### src/rtl/fetch_sequencer.sv
// -----------------------------------------------------------------------------
// fetch_sequencer
//   Instruction fetch controller for the LEGv8 core. Owns the program counter,
//   drives the imem word address, and buffers fetched {instruction, PC} pairs
//   in a small FIFO that is handed to decode over a valid/ready handshake.
//   Supports branch redirect/flush (highest priority) and an optional halt
//   when an all-zero instruction word is fetched.
//
// Ports:
//   clk          in   rising-edge clock
//   reset        in   asynchronous active-high reset
//   imem_addr    out  [AW-1:0] word address to imem (= pc[AW+1:2])
//   imem_q       in   [31:0]   combinational imem read data for imem_addr
//   instr        out  [31:0]   FIFO head instruction (0 while empty)
//   instr_pc     out  [N-1:0]  byte PC of instr (0 while empty)
//   instr_valid  out           FIFO non-empty
//   instr_ready  in            decode accepts the head this cycle
//   redirect     in            branch taken / flush request
//   redirect_pc  in   [N-1:0]  new byte PC, valid with redirect
//   halted       out           fetch stopped on a zero word
//   fetch_count  out  [15:0]   words pushed since reset, saturating
// -----------------------------------------------------------------------------
module fetch_sequencer #(
  parameter int             N            = 64,
  parameter int             AW           = 6,
  parameter int             DEPTH        = 2,
  parameter logic [N-1:0]   RESET_PC     = '0,
  parameter bit             HALT_ON_ZERO = 1'b1
) (
  input  logic          clk,
  input  logic          reset,
  output logic [AW-1:0] imem_addr,
  input  logic [31:0]   imem_q,
  output logic [31:0]   instr,
  output logic [N-1:0]  instr_pc,
  output logic          instr_valid,
  input  logic          instr_ready,
  input  logic          redirect,
  input  logic [N-1:0]  redirect_pc,
  output logic          halted,
  output logic [15:0]   fetch_count
);

  localparam int PW = (DEPTH > 1) ? $clog2(DEPTH) : 1;
  localparam logic [PW:0] DEPTH_C = (PW + 1)'(DEPTH);

  typedef enum logic {
    ST_RUN  = 1'b0,
    ST_HALT = 1'b1
  } state_t;

  state_t        state_q, state_d;
  logic [N-1:0]  pc_q, pc_d;
  logic [PW-1:0] rd_ptr_q, rd_ptr_d;
  logic [PW-1:0] wr_ptr_q, wr_ptr_d;
  logic [PW:0]   count_q, count_d;
  logic          valid_q, valid_d;
  logic [15:0]   fetch_count_q, fetch_count_d;

  // FIFO storage; payload only, so it carries no reset.
  logic [31:0]   fifo_instr_q [DEPTH];
  logic [N-1:0]  fifo_pc_q    [DEPTH];

  logic pop;
  logic full;
  logic fetch_slot;
  logic zero_word;
  logic push;
  logic halt_hit;

  always_comb begin
    pop        = valid_q & instr_ready;
    full       = (count_q == DEPTH_C);
    // A fetch opportunity exists when running, not being redirected, and the
    // FIFO has room now or will have room because the head leaves this edge.
    fetch_slot = (state_q == ST_RUN) & ~redirect & (~full | pop);
    zero_word  = HALT_ON_ZERO && (imem_q == 32'h0000_0000);
    push       = fetch_slot & ~zero_word;
    halt_hit   = fetch_slot & zero_word;
  end

  always_comb begin
    state_d       = state_q;
    pc_d          = pc_q;
    rd_ptr_d      = rd_ptr_q;
    wr_ptr_d      = wr_ptr_q;
    count_d       = count_q;
    fetch_count_d = fetch_count_q;

    if (redirect) begin
      // Flush wins over any same-cycle pop or push; low PC bits are dropped.
      state_d  = ST_RUN;
      pc_d     = redirect_pc & ~N'(3);
      rd_ptr_d = '0;
      wr_ptr_d = '0;
      count_d  = '0;
    end else begin
      if (pop) begin
        rd_ptr_d = rd_ptr_q + PW'(1);
      end
      if (push) begin
        wr_ptr_d = wr_ptr_q + PW'(1);
        pc_d     = pc_q + N'(4);
        if (fetch_count_q != 16'hFFFF) begin
          fetch_count_d = fetch_count_q + 16'd1;
        end
      end
      count_d = count_q + {{PW{1'b0}}, push} - {{PW{1'b0}}, pop};
      if (halt_hit) begin
        state_d = ST_HALT;
      end
    end

    valid_d = (count_d != '0);
  end

  always_ff @(posedge clk or posedge reset) begin
    if (reset) begin
      state_q       <= ST_RUN;
      pc_q          <= RESET_PC;
      rd_ptr_q      <= '0;
      wr_ptr_q      <= '0;
      count_q       <= '0;
      valid_q       <= 1'b0;
      fetch_count_q <= '0;
    end else begin
      state_q       <= state_d;
      pc_q          <= pc_d;
      rd_ptr_q      <= rd_ptr_d;
      wr_ptr_q      <= wr_ptr_d;
      count_q       <= count_d;
      valid_q       <= valid_d;
      fetch_count_q <= fetch_count_d;
    end
  end

  always_ff @(posedge clk) begin
    if (push) begin
      fifo_instr_q[wr_ptr_q] <= imem_q;
      fifo_pc_q[wr_ptr_q]    <= pc_q;
    end
  end

  assign imem_addr   = pc_q[AW+1:2];
  assign instr_valid = valid_q;
  assign instr       = valid_q ? fifo_instr_q[rd_ptr_q] : 32'h0000_0000;
  assign instr_pc    = valid_q ? fifo_pc_q[rd_ptr_q] : '0;
  assign halted      = (state_q == ST_HALT);
  assign fetch_count = fetch_count_q;

endmodule
### config.mk
export PLATFORM = sky130hd
export DESIGN_NAME = fetch_sequencer
export DESIGN_NICKNAME = d
export VERILOG_FILES = /design/src/rtl/fetch_sequencer.sv
export SDC_FILE = /design/constraint.sdc
export NUM_CORES = 1
export LEC_CHECK = 0
export CAP_MARGIN = 20
export CORE_MARGIN = 1.5
export CORE_UTILIZATION = 55
export CTS_BUF_LIST = sky130_fd_sc_hd__clkbuf_4 sky130_fd_sc_hd__clkbuf_8
export DETAILED_ROUTE_END_ITERATION = 12
export PLACE_DENSITY = 0.83
export SLEW_MARGIN = 5
export SYNTH_ARGS = -nofsm -noshare
export SYNTH_HDL_FRONTEND = slang
export SYNTH_SLANG_ARGS = --single-unit
### constraint.sdc
create_clock -name clk -period 7.83 [get_ports clk]
set_clock_uncertainty 0.15 [all_clocks]
set_input_delay 1.566 -clock clk [delete_from_list [all_inputs] [get_ports clk]]
set_output_delay 1.566 -clock clk [all_outputs]
set_load 0.05 [all_outputs]
# Word-level counts from Yosys, hierarchy flattened
# Memory sizes are Yosys's and may differ from the RTL's.
# Cells that the tools add are included.
# W data, S select, Z words.
[classes]
addsub = 6
n_eq_ne = 2
muxes = 13
bitwise = 10
reduce_logical = 6
[ops]
columns = ["op", "count"]
rows = [
  ["$mux W64", 3],
  ["$add A64 B3 Y64 const B", 1],
  ["$logic_not A32 Y1", 1],
  ["$mux W32", 1],
  ["$add A16 B1 Y16 const B", 1],
  ["$ne A16 B16 Y1 const B", 1],
  ["$mux W1", 8],
  ["$reduce_bool A2 Y1", 4],
  ["$and A1 B1 Y1", 5],
  ["$not A1 Y1", 4],
  ["$reduce_and A3 Y1", 1],
  ["$add A1 B1 Y1 const B", 2],
  ["$add A2 B1 Y2", 1],
  ["$eq A2 B2 Y1 const B", 1],
  ["$mux W2", 1],
  ["$sub A2 B1 Y2", 1],
  ["$or A1 B1 Y1", 1],
]
[word_totals]
register_bits = 86
mem_bits_rw = 192
inputBits = 100
output_inout_bits = 120
word_cells = 46
memories = 2
[memory_table]
columns = ["memory", "words", "word_bits", "read_ports", "rd_clocked_by_memory_dff", "write_ports", "line", "text"]
rows = [
  ["fifo_pc_q", 2, 64, 1, 0, 1, "62", "logic [N-1:0] fifo_pc_q [DEPTH];"],
  ["fifo_instr_q", 2, 32, 1, 0, 1, "61", "logic [31:0] fifo_instr_q [DEPTH];"],
]

# Logic depth before layout (Yosys ltp)
[logic_depth]
ltp_word = 9
ltp_mapped = 13
mapped_depth_nobuf = 11

# Worst setup path before layout
# Ideal clock, no wire load.
[synth_timing]
path_type = "input-to-reg"
from = "input port imem_q[16]"
to = "memory fifo_instr_q[0][0], enable pin"
setup_time_ps = 547
arrival_ps = 6585
t_required_ps = 7133
path_slack_ps = 548
cell_stages = 7
n_path_buf = 2
path_cell_list = "nor4_1 -> nand4_1 -> clkbuf_1 -> o21a_1 -> clkbuf_1 -> nand2_1 -> nor2_1"
[synth_via]
elab_chain_len = 5
[synth_lines]
columns = ["element", "line", "text"]
rows = [
  ["start, declared", "33", "input logic [31:0] imem_q,"],
  ["$logic_not A32 Y1", "77", "zero_word = HALT_ON_ZERO && (imem_q == 32'h0000_0000);"],
  ["$not A1 Y1", "78", "push = fetch_slot & ~zero_word;"],
  ["$and A1 B1 Y1", "78", ""],
  ["$mux W1", "138", "if (push) begin"],
  ["$mux W1 (not written as such)", "139", "fifo_instr_q[wr_ptr_q] <= imem_q;"],
  ["end, declared", "61", ""],
]
# No other way between the ends.

# Worst setup path in the final report
[layout_timing]
from = "register rd_ptr_q"
to = "output port instr_pc[25]"
[layout_via]
elab_chain_len = 2
[layout_lines]
columns = ["element", "line", "text"]
rows = [
  ["start, declared", "54", "logic [PW-1:0] rd_ptr_q, rd_ptr_d;"],
  ["start signal, assigned", "129", "rd_ptr_q <= rd_ptr_d;"],
  ["$mem_v2 Z2 W64", "n/a", ""],
  ["$mux W64", "147", "assign instr_pc = valid_q ? fifo_pc_q[rd_ptr_q] : '0;"],
  ["end, declared", "35", "output logic [N-1:0] instr_pc,"],
]
# No other way between the ends.

==> impl_metrics.py <==
metrics = {
    "run_status": {
        "run_status": "completed",
    },
    "synthesis": {
        "yosysUniqueCellTypes": 55,
        "avgSynthCellArea_um2": 12.7,
        "yosysSeqAreaShare": 0.621,
        "synth_area_leader_cell": "edfxtp_1",
        "synth.top_cell.area_share": 0.452,
        "synth_xor_area_frac": 0.0239,
        "synth.most_common_cell": "edfxtp_1",
        "synthTopCellsByArea": "edfxtp_1 (45%), dfrtp_1 (17%), mux2i_1 (7.6%)",
        "syn-cell-area_um2": 12500,
        "synth_ff_type": "edfxtp_1",
        "synth_mux_area_frac": 0.0780,
        "synthTopCellsByCount": "edfxtp_1 (188), nor2b_1 (102), mux2i_1 (95), dfrtp_1 (84), nand2_1 (55)",
        "synth_top_family_by_area": "simple AND/OR/NAND/NOR gates",
        "synth_compound_area_frac": 0.0678,
        "synthCells": 984,
        "synth-simple-area-share": 0.180,
        "synthAdderAreaFrac": 0.00401,
        "yosysWarningCount": 0,
        "synthArstFlopShare": 0.309,
        "synth-edff-count": 188,
        "synth_seq_cells": 272,
    },
    "detailed_routing": {
        "wl_per_cell_um": 19.4,
        "drt_wl_total_um": 29300,
        "vias_per_cell": 5.88,
        "ant_nets": 0,
        "drc": 0,
        "drtIter0Drc": 684,
        "num_vias": 8893,
        "dr.pass1.iters": 7,
    },
    "die": {
        "design.die.area_um2": 23600,
        "die_x_um": 154,
        "core_area_um2": 22000,
        "start_util": 0.567,
        "num_rows": 54,
        "boundaryPins": 220,
        "die_h_um": 154,
    },
    "sta": {
        "relSlewSlack": 0.276,
        "worstMarginPinSlew_ps": 1090,
        "fmaxAchievable_mhz": 187,
        "final_hold_viol_count": 0,
        "period_share": 0.682,
        "slew_viol_final": 0,
        "grt_setup_unrepaired": "false",
        "setup-tns-final_ps": 0,
        "min_period_ps": 5340,
        "setup-violations-final": 0,
    },
    "worst_setup_path": {
        "crit_path_start_kind": "flop",
        "r2r_setup_slack_ps": 4390,
        "cp_max_fo": 55,
        "critPathArrivalTime_ps": 3620,
        "crit_type": "reg2out",
        "worstSetupEndpoint": "instr_pc[25]",
        "max_stage_delay_ps": 960,
        "worst-r2r-cell-count": 5,
        "rr_endpoint": "fifo_pc_q[1][48]",
        "critPathRequiredTime_ps": 6110,
        "slowest_stage": "dfrtp_4",
        "endpoint_kind": "output pin",
        "setup.worst_path.start": "rd_ptr_q",
        "path_cells": "buf_4 > mux2i_1 > nor2b_1 > clkdlybuf4s50_1",
        "r2r-start": "count_q[1]",
    },
    "clock_network": {
        "postCtsSetupBuffers": 0,
        "htreeDepth": 2,
        "cts.sinks": 272,
        "cts_resized": 0,
        "cts-root-buf": "clkbuf_8",
        "cts_made_buffers": 44,
        "postCtsHoldBufs": 0,
        "clockBufferDepth": 3,
        "cts.clk_slew.worst_paths_ps": 60,
        "clock_latency_ps": 560,
        "cts_tree": "done",
    },
    "flow_run": {
        "cap_viol_max_count": 0,
    },
    "global_route": {
        "groute.usage.overall": 0.252,
        "grt_max_degree": 96,
        "grt_antenna_before_repair": 3,
        "grt_pass1_wl_um": 47000,
        "gr-total-overflow": 0,
        "grt_pass1_vias": 8887,
    },
    "pwr": {
        "p_per_area_nw_per_um2": 331,
        "peakVddDrop_v": 0.000237,
        "p_leak_nw": 5.41,
    },
    "layout": {
        "synthToLayoutAreaGrowth_pct": 26.5,
        "multiInputGateArea_um2": 4440,
        "fin_util": 0.717,
        "seqCellArea_um2": 7750,
        "n_fill_cell": 1501,
        "final_nets": 1299,
        "drive_above_1_share": 0.0975,
    },
    "placement": {
        "portBuffers": 215,
        "hpwlAfterDp_um": 18700,
        "gp_congestion": 0.822,
    },
    "min_path": {
        "hold_path_class": "reg2reg",
    },
}
## state kept, by name, summed over array words and instances, names as in the netlist
name and flops:
count_q 2, fetch_count 16, fifo_instr_q 64, fifo_pc_q 124
halted 1, instr_valid 1, pc_q 62, rd_ptr_q 1
wr_ptr_q 1
## worst max-delay path, delay by kind of cell, from the launching register on
family,cells,cell delay [ps]
AND/OR/NAND/NOR,1,170
buffers and inverters,2,1650
flip-flops,1,960
multiplexers,1,240
## metrics by stage
stage / worst slack [ps] / cell area (µm²) / instances / hold WS [ps] / power [W]
final: 2490 / 15800 / 1513 / 350 / 0.00523
after global routing: 2330 / 15800 / 1512 / 369 / 0.00543
after CTS: 2450 / 15800 / 1511 / 347 / 0.00526
after detailed placement: 2740 / 14800 / 1429 / 334 / 0.00395
after global placement: 2800 / 14800 / 1429 / 327 / 0.00392
after floorplan: 548 / 12500 / 985 / 306 / 0.00334
## power by group
group	internal (W)	switching (W)
Sequential	0.00185	0.000176
Clock	0.000750	0.000554
Combinational	0.000664	0.00123
## cells in the final DEF, fill, tap and decap left out, types with 3 or more instances in the layout
cell type	synthesis	final
nand2_1	55	55
clkinv_2	0	5
xor2_1	21	21
nor2_1	50	49
o31ai_1	23	23
and4_1	5	5
mux2i_1	95	95
clkbuf_8	0	56
or3_1	9	9
or2_2	3	3
clkdlybuf4s50_1	0	214
nor3_2	4	4
clkinv_1	0	4
nand3_1	47	47
inv_1	8	7
edfxtp_1	188	188
or4_1	35	35
nor2b_1	102	102
nand4_1	21	21
buf_4	8	10
nor3_1	11	11
nand3_2	3	3
and2_1	5	5
o211ai_1	14	14
o2111ai_1	10	10
o21ai_1	3	3
dfrtp_1	84	82
and3_1	10	9
a22oi_1	6	6
o21ai_0	22	22
nor4_1	14	14
xnor2_1	13	13
clkbuf_4	0	15
a31oi_1	31	31
ha_1	4	4
## cell type report
| class | instances | share of cell area |
|---|---|---|
| inverters | 9 | 0.00222 |
| repair buffers | 226 | 0.142 |
| multi-input cells | 642 | 0.281 |
| diodes | 2 | 0.000317 |
| clock buffers | 71 | 0.0559 |
| flip-flops and latches | 272 | 0.491 |
| clock inverters | 11 | 0.00515 |
| well taps | 280 | 0.0222 |
## routing by layer
layer / part of all wire / GRT usage / vias to the layer above
li1: - / - / 4145
met1: 0.41 / 0.330 / 4345
met2: 0.49 / 0.411 / 339
met3: 0.070 / 0.0538 / 62
met4: 0.030 / 0.102 / 2
met5: 0.00044 / 0 / -
## how the worst min path moves through the flow
stage / start / to / slack [ps] / cells past startpoint
floorplan: pc_q[63] / fifo_pc_q[0][63] / 310 / 0
CTS: pc_q[63] / fifo_pc_q[1][63] / 350 / 0
global placement: pc_q[63] / fifo_pc_q[0][63] / 330 / 0
global route: fetch_count[4] / fetch_count[4] / 370 / 1
detailed placement: pc_q[63] / fifo_pc_q[1][63] / 330 / 0
finish: fetch_count[4] / fetch_count[4] / 350 / 1
## logic make-up after synthesis
group	count (synthesis)
and+or+nand+nor	386
DFF	272
AOI/OAI and AO/OA	119
muxes	97
buffers and inverters	71
xor gates and xnor gates	34
adders and majority gates	4
other	1
(Power assumes the default switching activity.)
